<file path="config.mk">
export PLATFORM = sky130hd
export DESIGN_NAME = lm32_tlb_maint_ctrl_flat
export DESIGN_NICKNAME = d
export VERILOG_FILES = /design/src/rtl/lm32_tlb_maint_ctrl_if.sv /design/src/rtl/lm32_tlb_maint_ctrl.sv /design/src/flat_wrapper.sv
export SDC_FILE = /design/constraint.sdc
export NUM_CORES = 1
export LEC_CHECK = 0
export ABC_CLOCK_PERIOD_IN_PS = 12300
export BUFFER_PORTS_ARGS = -buffer_cell sky130_fd_sc_hd__buf_4
export CELL_PAD_IN_SITES_DETAIL_PLACEMENT = 1
export CELL_PAD_IN_SITES_GLOBAL_PLACEMENT = 1
export CORE_UTILIZATION = 40
export DETAILED_ROUTE_END_ITERATION = 8
export PLACE_DENSITY_LB_ADDON = 0.1
export SLEW_MARGIN = 20
export SYNTH_ARGS = -nofsm -noshare
export SYNTH_HDL_FRONTEND = slang
export SYNTH_SLANG_ARGS = --single-unit
</file>
<file path="constraint.sdc">
create_clock -name clk_i -period 12.3 [get_ports clk_i]
set_input_delay 0.615 -clock clk_i [delete_from_list [all_inputs] [get_ports clk_i]]
set_output_delay 0.615 -clock clk_i [all_outputs]
set_load 0.01 [all_outputs]
</file>
<file path="src/rtl/lm32_tlb_maint_ctrl_if.sv">
// Command handshake and shared TLB write bus between the CSR decode logic
// and the TLB maintenance controller.
interface lm32_tlb_maint_ctrl_if #(
    parameter int unsigned sets      = 1024,
    parameter int unsigned page_size = 4096
);
    localparam int unsigned IW = $clog2(sets);
    localparam int unsigned PW = 32 - $clog2(page_size);
    localparam int unsigned TW = PW - IW;
    localparam int unsigned EW = PW + TW + 1;

    logic          cmd_valid;
    logic          cmd_ready;
    logic [1:0]    cmd_op;
    logic [1:0]    cmd_target;
    logic [31:0]   cmd_vaddr;
    logic [31:0]   cmd_paddr;
    logic [IW-1:0] tlb_index;
    logic [EW-1:0] tlb_wdata;
    logic          itlb_we;
    logic          dtlb_we;
    logic          stall_request;
    logic          busy;
    logic          flush_done;

    modport master (
        output cmd_valid, cmd_op, cmd_target, cmd_vaddr, cmd_paddr,
        input  cmd_ready, tlb_index, tlb_wdata, itlb_we, dtlb_we,
               stall_request, busy, flush_done
    );

    modport slave (
        input  cmd_valid, cmd_op, cmd_target, cmd_vaddr, cmd_paddr,
        output cmd_ready, tlb_index, tlb_wdata, itlb_we, dtlb_we,
               stall_request, busy, flush_done
    );
endinterface

</file>
<file path="src/rtl/lm32_tlb_maint_ctrl.sv">
// Queues ITLB/DTLB maintenance commands and sequences the RAM writes:
// single-entry update/invalidate, full flush, and a flush of both TLBs out of reset.
module lm32_tlb_maint_ctrl #(
    parameter int unsigned sets       = 1024,
    parameter int unsigned page_size  = 4096,
    parameter int unsigned fifo_depth = 4
) (
    input  logic                  clk_i,
    input  logic                  rst_i,
    lm32_tlb_maint_ctrl_if.slave  bus
);
    localparam int unsigned OFF = $clog2(page_size);
    localparam int unsigned IW  = $clog2(sets);
    localparam int unsigned PW  = 32 - OFF;
    localparam int unsigned TW  = PW - IW;
    localparam int unsigned EW  = PW + TW + 1;
    localparam int unsigned AW  = $clog2(fifo_depth);
    localparam int unsigned CW  = AW + 1;
    localparam logic [IW-1:0] LAST_IDX = IW'(sets - 1);

    typedef enum logic [1:0] {IDLE, EXEC, FLUSH, DONE} state_e;
    typedef enum logic [1:0] {OP_NOP, OP_UPDATE, OP_INVAL, OP_FLUSH} op_e;

    // Only the page-number bits of each address are ever used, so only those are queued.
    typedef struct packed {
        op_e           op;
        logic [1:0]    tgt;
        logic [PW-1:0] vpn;
        logic [PW-1:0] ppn;
    } cmd_t;

    cmd_t          fifo_mem_q [fifo_depth];
    cmd_t          head;
    cmd_t          push_cmd;
    logic          push;
    logic          pop;
    logic [AW-1:0] wr_ptr_q, wr_ptr_d;
    logic [AW-1:0] rd_ptr_q, rd_ptr_d;
    logic [CW-1:0] count_q, count_d;

    state_e        state_q, state_d;
    cmd_t          cur_q, cur_d;
    logic [IW-1:0] flush_idx_q, flush_idx_d;
    logic          rflush_q, rflush_d;

    logic [IW-1:0] tlb_index_q, tlb_index_d;
    logic [EW-1:0] tlb_wdata_q, tlb_wdata_d;
    logic          itlb_we_q, itlb_we_d;
    logic          dtlb_we_q, dtlb_we_d;
    logic          stall_q, stall_d;
    logic          busy_q, busy_d;
    logic          flush_done_q, flush_done_d;
    logic          cmd_ready_q, cmd_ready_d;
    logic          unused_addr_bits;

    assign unused_addr_bits = ^{bus.cmd_vaddr[OFF-1:0], bus.cmd_paddr[OFF-1:0]};

    always_comb begin
        head     = fifo_mem_q[rd_ptr_q];
        push_cmd = '{op: op_e'(bus.cmd_op), tgt: bus.cmd_target,
                     vpn: bus.cmd_vaddr[31:OFF], ppn: bus.cmd_paddr[31:OFF]};
        push     = bus.cmd_valid && cmd_ready_q;
        pop      = (state_q == IDLE) && (count_q != '0);
        wr_ptr_d = wr_ptr_q + AW'(push);
        rd_ptr_d = rd_ptr_q + AW'(pop);
        count_d  = count_q + CW'(push) - CW'(pop);

        state_d      = state_q;
        cur_d        = cur_q;
        flush_idx_d  = flush_idx_q;
        rflush_d     = rflush_q;
        tlb_index_d  = tlb_index_q;
        tlb_wdata_d  = '0;
        itlb_we_d    = 1'b0;
        dtlb_we_d    = 1'b0;
        stall_d      = 1'b0;
        flush_done_d = 1'b0;

        // Outputs are loaded with the action of the current state, so they trail it by one cycle.
        unique case (state_q)
            IDLE: begin
                if (pop) begin
                    cur_d = head;
                    if (head.tgt != 2'b00) begin
                        case (head.op)
                            OP_UPDATE, OP_INVAL: state_d = EXEC;
                            OP_FLUSH: begin
                                state_d     = FLUSH;
                                flush_idx_d = LAST_IDX;
                            end
                            default: ;
                        endcase
                    end
                end
            end
            EXEC: begin
                tlb_index_d = cur_q.vpn[IW-1:0];
                tlb_wdata_d = (cur_q.op == OP_UPDATE) ? {1'b1, cur_q.vpn[PW-1:IW], cur_q.ppn} : '0;
                itlb_we_d   = cur_q.tgt[0];
                dtlb_we_d   = cur_q.tgt[1];
                state_d     = IDLE;
            end
            FLUSH: begin
                tlb_index_d = flush_idx_q;
                itlb_we_d   = cur_q.tgt[0];
                dtlb_we_d   = cur_q.tgt[1];
                stall_d     = 1'b1;
                if (flush_idx_q == '0) begin
                    state_d = DONE;
                end else begin
                    flush_idx_d = flush_idx_q - IW'(1);
                end
            end
            DONE: begin
                flush_done_d = 1'b1;
                rflush_d     = 1'b0;
                state_d      = IDLE;
            end
        endcase

        busy_d      = (state_q != IDLE) || (state_d != IDLE) || (count_d != '0);
        cmd_ready_d = (count_d != CW'(fifo_depth)) && !rflush_d;
    end

    always_ff @(posedge clk_i) begin
        if (!rst_i) begin
            state_q      <= FLUSH;
            cur_q        <= '{op: OP_FLUSH, tgt: 2'b11, vpn: '0, ppn: '0};
            flush_idx_q  <= LAST_IDX;
            rflush_q     <= 1'b1;
            wr_ptr_q     <= '0;
            rd_ptr_q     <= '0;
            count_q      <= '0;
            tlb_index_q  <= '0;
            tlb_wdata_q  <= '0;
            itlb_we_q    <= 1'b0;
            dtlb_we_q    <= 1'b0;
            stall_q      <= 1'b0;
            busy_q       <= 1'b0;
            flush_done_q <= 1'b0;
            cmd_ready_q  <= 1'b0;
        end else begin
            state_q      <= state_d;
            cur_q        <= cur_d;
            flush_idx_q  <= flush_idx_d;
            rflush_q     <= rflush_d;
            wr_ptr_q     <= wr_ptr_d;
            rd_ptr_q     <= rd_ptr_d;
            count_q      <= count_d;
            tlb_index_q  <= tlb_index_d;
            tlb_wdata_q  <= tlb_wdata_d;
            itlb_we_q    <= itlb_we_d;
            dtlb_we_q    <= dtlb_we_d;
            stall_q      <= stall_d;
            busy_q       <= busy_d;
            flush_done_q <= flush_done_d;
            cmd_ready_q  <= cmd_ready_d;
            if (push) begin
                fifo_mem_q[wr_ptr_q] <= push_cmd;
            end
        end
    end

    assign bus.cmd_ready     = cmd_ready_q;
    assign bus.tlb_index     = tlb_index_q;
    assign bus.tlb_wdata     = tlb_wdata_q;
    assign bus.itlb_we       = itlb_we_q;
    assign bus.dtlb_we       = dtlb_we_q;
    assign bus.stall_request = stall_q;
    assign bus.busy          = busy_q;
    assign bus.flush_done    = flush_done_q;
endmodule

</file>
<file path="src/flat_wrapper.sv">
// flat-port wrapper written by rule: the top's interface ports become plain ports
module lm32_tlb_maint_ctrl_flat 
#(
    parameter int unsigned sets       = 1024,
    parameter int unsigned page_size  = 4096,
    parameter int unsigned fifo_depth = 4
)
  (clk_i, rst_i, bus_cmd_valid, bus_cmd_op, bus_cmd_target, bus_cmd_vaddr, bus_cmd_paddr, bus_cmd_ready, bus_tlb_index, bus_tlb_wdata, bus_itlb_we, bus_dtlb_we, bus_stall_request, bus_busy, bus_flush_done);
  lm32_tlb_maint_ctrl_if #(.sets(sets), .page_size(page_size)) bus_i ();
  input  logic clk_i;
  input  logic rst_i;
  input wire logic [$bits(bus_i.cmd_valid)-1:0] bus_cmd_valid;
  input wire logic [$bits(bus_i.cmd_op)-1:0] bus_cmd_op;
  input wire logic [$bits(bus_i.cmd_target)-1:0] bus_cmd_target;
  input wire logic [$bits(bus_i.cmd_vaddr)-1:0] bus_cmd_vaddr;
  input wire logic [$bits(bus_i.cmd_paddr)-1:0] bus_cmd_paddr;
  output wire logic [$bits(bus_i.cmd_ready)-1:0] bus_cmd_ready;
  output wire logic [$bits(bus_i.tlb_index)-1:0] bus_tlb_index;
  output wire logic [$bits(bus_i.tlb_wdata)-1:0] bus_tlb_wdata;
  output wire logic [$bits(bus_i.itlb_we)-1:0] bus_itlb_we;
  output wire logic [$bits(bus_i.dtlb_we)-1:0] bus_dtlb_we;
  output wire logic [$bits(bus_i.stall_request)-1:0] bus_stall_request;
  output wire logic [$bits(bus_i.busy)-1:0] bus_busy;
  output wire logic [$bits(bus_i.flush_done)-1:0] bus_flush_done;
  assign bus_i.cmd_valid = bus_cmd_valid;
  assign bus_i.cmd_op = bus_cmd_op;
  assign bus_i.cmd_target = bus_cmd_target;
  assign bus_i.cmd_vaddr = bus_cmd_vaddr;
  assign bus_i.cmd_paddr = bus_cmd_paddr;
  assign bus_cmd_ready = bus_i.cmd_ready;
  assign bus_tlb_index = bus_i.tlb_index;
  assign bus_tlb_wdata = bus_i.tlb_wdata;
  assign bus_itlb_we = bus_i.itlb_we;
  assign bus_dtlb_we = bus_i.dtlb_we;
  assign bus_stall_request = bus_i.stall_request;
  assign bus_busy = bus_i.busy;
  assign bus_flush_done = bus_i.flush_done;
  lm32_tlb_maint_ctrl #(.sets(sets), .page_size(page_size), .fifo_depth(fifo_depth)) u_core (.clk_i(clk_i), .rst_i(rst_i), .bus(bus_i));
endmodule
</file>
# Yosys cells after proc, flatten, opt, wreduce, memory -nomap -nowiden
# Memories as Yosys holds them, arrays and structs flattened. A register that Yosys moved wholly into a read port is not among the register bits.
# Cells that the tools add are included.
[word_totals]
n_memories = 1
ramBits = 176
word_cells = 79
ff_bits = 111
[op_classes]
n_reduce_logical = 23
n_mux = 19
n_addsub = 5
n_eq_ne = 12
[memory_table]
columns = ["memory", "depth", "word_bits", "read_ports", "rd_clocked_by_memory_dff", "write_ports", "line_no", "rtl"]
rows = [
  ["u_core.fifo_mem_q", 4, 44, 1, 1, 1, "lm32_tlb_maint_ctrl.sv:32", "cmd_t fifo_mem_q [fifo_depth];"],
]
[ops]
columns = ["cell", "count"]
rows = [
  ["2-to-1 mux 10 bit", 4],
  ["one-hot mux 10 bit (2 select lines)", 2],
  ["2-to-1 mux 31 bit", 1],
  ["logical NOT 10 bit", 1],
  ["nonzero test 2 bit", 5],
  ["subtractor 10 x 1 -> 10 bit, second input constant", 1],
  ["equality test 2 bit, second input constant", 4],
  ["2-to-1 mux 2 bit", 4],
  ["equality test 2 x 1 -> 1 bit, second input constant", 3],
  ["2-to-1 mux 1 bit", 6],
  ["!= test 2 bit, second input constant", 3],
  ["one-hot mux 2 bit (3 select lines)", 1],
  ["AND reduction 2 bit", 3],
  ["nonzero test 3 bit", 2],
  ["OR reduction 2 bit", 3],
  ["AND reduction 5 bit", 1],
  ["adder 2 x 1 -> 2 bit", 2],
  ["one-hot mux 2 bit (2 select lines)", 1],
  ["adder 3 x 1 -> 3 bit", 1],
  ["logical AND 1 bit", 3],
  ["!= test 3 bit, second input constant", 1],
  ["AND reduction 3 bit", 1],
  ["subtractor 3 x 1 -> 3 bit", 1],
  ["logical NOT 2 bit", 1],
  ["3 further kinds", 4],
]

# Logic depth before layout (Yosys ltp)
[depth]
depth_word = 9
ltp_mapped = 10

# Worst setup path after synthesis
# Ideal clock, no wire load.
[synth_path]
kind = "input to register"
from = "input port rst_i"
to = "memory u_core.fifo_mem_q[0][0] (netlist name), enable pin"
setup_time_ns = 0.555
path_buffers = 1
path_slack_ns = 6.441
arrival_time_ns = 5.304
path_stages = 3
t_required_ns = 11.745
path_cell_list = "clkinv_1 clkbuf_1 nor4_1"
[synth_via]
elab_chain_cells = 2
[synth_rtl]
columns = ["item", "line_no", "rtl"]
rows = [
  ["start: declaration", "flat_wrapper.sv:11", "input logic rst_i;"],
  ["2-to-1 mux 1 bit", "lm32_tlb_maint_ctrl.sv:126", "if (!rst_i) begin"],
  ["2-to-1 mux 1 bit (implied by the code)", "lm32_tlb_maint_ctrl.sv:159", "fifo_mem_q[wr_ptr_q] <= push_cmd;"],
  ["end: declaration", "lm32_tlb_maint_ctrl.sv:32", ""],
]
# Every way passes these cells.

==> metrics.cfg <==
[synth]
async_flop_share = 0
synth_ff_type = edfxtp_1
syn-instance-count = 672
yosysSeqAreaShare = 0.725
syn_nets = 754
synth.most_common_cell = edfxtp_1
synth-edff-count = 176
synth.area.top_cells = edfxtp_1 51%, dfxtp_1 21%, mux4_2 9.6%
yosys-top-cells-count = 176 x edfxtp_1, 111 x dfxtp_1, 100 x nand2_1, 44 x mux4_2, 42 x a21oi_1
syn_area_per_cell_um2 = 15.4
synth_top_cell_by_area = edfxtp_1
ys_types = 44
yosysWarnings = 0
synth-seq-cells = 287
synth.cell_area_um2 = 10400
synth_top_area_frac = 0.510

[timing]
fin_crit_ns = 2.88
post-route-period-util = 0.234
grt_setup_unrepaired = no
fmax_mhz = 347
worst_pin_slew_ns = 0.758
setup_viol = 0
slew_headroom = 0.488
final.setup.tns_ns = 0
report.final.slew_viol_count = 0
worst_slack_ns = 9.42
finalClockSkew_ns = 0.0133
final-hold-violation-count = 0

[cts]
cts_sinks = 287
clk_latency_ns = 0.56
cts_tree = yes
root_buffer = clkbuf_16
cts_setup_buffers = 0
cts_hold_buf = 0
cts_max_level = 1
cts_made_buffers = 31
cts.repair.resized = 0
path_clk_slew_ns = 0.06
clockBufferDepth = 3

[routing]
routed_via_density = 5.06
ant_nets = 0
drt_pre_antenna_iters = 4
drt_iter0_drc = 262
vias = 5712
wire_per_inst_um = 19.6
drc = 0
wirelength_mm = 22.1

[critical_path]
critPathKind = reg -> reg
crit_path_end_kind = register
r2r-start = u_core.rd_ptr_q[0]
rrSetupSlack_ns = 9.42
worst_ep_required_time_ns = 12.72
cp_data_arrival_time_ns = 3.30
critPathLaunchType = register
path_max_fanout = 27
rr_worst_depth = 7
timing.rr.end = u_core.flush_idx_q[7]

[global_routing]
track_usage = 0.172
grt_max_degree = 47
grt_pass1_wl_mm = 34.6
first_global_vias = 6334
antenna_found_initial = 0
grt_remaining_overflow = 0

[worst_hold_path]
min_path_type = in -> reg
whs_path_depth = 1
worstHoldStart = bus_cmd_vaddr[26]
min_to = u_core.fifo_mem_q[1][34]

[floorplanning]
row_count = 58
dieArea_um2 = 26500
die_w_um = 163
coreArea_um2 = 25300
initial_core_util = 0.410
fp.dieH_um = 163
io_pins = 118

[placed_design]
place_ws_ns = 9.16
port_buffers = 93
dp_hpwl_mm = 12.7
gp_congestion = 0.733

[final_layout]
fin_nets = 854
drive_above_1_share = 0.253
ff_latch_area_um2 = 7510
syn_to_final_growth_pct = 20.0
fillers = 2476
multi_input_area_um2 = 2670

[power_and_ir_drop]
powerDensity_nw_per_um2 = 157
power.leakage_nw = 4.39
vdd_drop_max_v = 0.000166

[outcome]
status = finished, final reports clean

[run]
max_cap_viol_count = 0

-- registers in the layout, summed over array words and instances (netlist names), 2 cells and up --
name / flops
u_core.fifo_mem_q: 176
u_core.rd_ptr_q: 2
u_core.wr_ptr_q: 2
u_core.cur_q: 44
u_core.count_q: 3
u_core.state_q: 2
u_core.flush_idx_q: 10
u_core.bus.tlb_index: 10
u_core.bus.tlb_wdata: 31
-- logic make-up (layout without fill, tap and decap cells) --
kind of cell               after synthesis  in the layout  share of synthesized area
other                                    0              1                          0
and+or+nand+nor                        185            185                     0.0822
muxes                                   54             54                      0.105
xor gates and xnor gates                 9              9                    0.00761
AOI/OAI and AO/OA                       76             76                     0.0456
buffers and inverters                   50            175                     0.0202
DFF                                    287            287                      0.725
adders and majority gates               11             11                     0.0140
-- power breakdown --
part	leakage [nW]	internal, mW	switching, mW
clock network	0.483	0.530	0.363
logic	1.43	0.0155	0.0175
registers	2.48	1.02	0.00255
total	4.39	1.57	0.383
-- worst max-delay path by stage --
stage                         endpoint               start
4_1_cts          u_core.flush_idx_q[7]  u_core.rd_ptr_q[0]
5_1_grt                u_core.bus.busy  u_core.rd_ptr_q[0]
3_5_place_dp     u_core.flush_idx_q[7]  u_core.rd_ptr_q[0]
2_1_floorplan  u_core.fifo_mem_q[0][0]               rst_i
6_report         u_core.flush_idx_q[7]  u_core.rd_ptr_q[0]
3_3_place_gp     u_core.flush_idx_q[7]  u_core.rd_ptr_q[0]
-- routing by layer --
metal / up-vias / track usage / part of all wire
met5: - / 0 / 0
li1: 2680 / - / -
met4: 0 / 0.0416 / 0.019
met1: 2909 / 0.217 / 0.44
met2: 93 / 0.302 / 0.50
met3: 30 / 0.0336 / 0.044
-- layout make-up --
cell class              instances  share of cell area
flip-flops and latches        287               0.604
multi-input cells             335               0.215
clock buffers                  43              0.0694
repair buffers                102              0.0632
well taps                     330              0.0332
clock inverters                15              0.0105
inverters                      15             0.00453
diodes                          1            0.000201
-- per-stage QoR --
step	cells	power, mW	hold WS, ns	instance area [µm²]	utilization
2_1_floorplan	672	1.05	0.430	10400	-
3_3_place_gp	1068	1.08	0.437	11400	0.452
3_5_place_dp	1068	1.08	0.445	11400	0.452
4_1_cts	1126	1.98	0.227	12400	0.491
5_1_grt	1127	2.01	0.237	12400	0.492
6_report	1128	1.95	0.256	12400	0.492
-- critical path, cell delays in order (launching register included) --
cell and delay (ns):
dfxtp_4 0.65, buf_16 0.30, mux4_2 0.57, ha_1 0.26
o31a_1 0.12, o32a_1 0.33, a31oi_4 0.37, o211ai_1 0.14
-- layout by cell type, fill, tap and decap left out, types with 4 or more instances in the layout --
cell type / synthesis / layout
ha_1: 10 / 10
nor2_1: 28 / 26
nand3_1: 5 / 5
a211oi_1: 9 / 9
and2_1: 34 / 33
clkinv_2: 0 / 4
mux2i_1: 9 / 9
inv_1: 14 / 14
o211ai_1: 7 / 7
dfxtp_1: 111 / 109
clkbuf_1: 24 / 9
o21ai_0: 5 / 5
clkbuf_16: 0 / 32
xnor2_1: 5 / 5
nand2_1: 100 / 99
edfxtp_1: 176 / 176
xor2_1: 4 / 4
mux4_2: 44 / 44
clkinv_1: 1 / 6
a21oi_1: 42 / 42
buf_4: 0 / 101
Note: power is estimated with default switching activity, not from simulation.
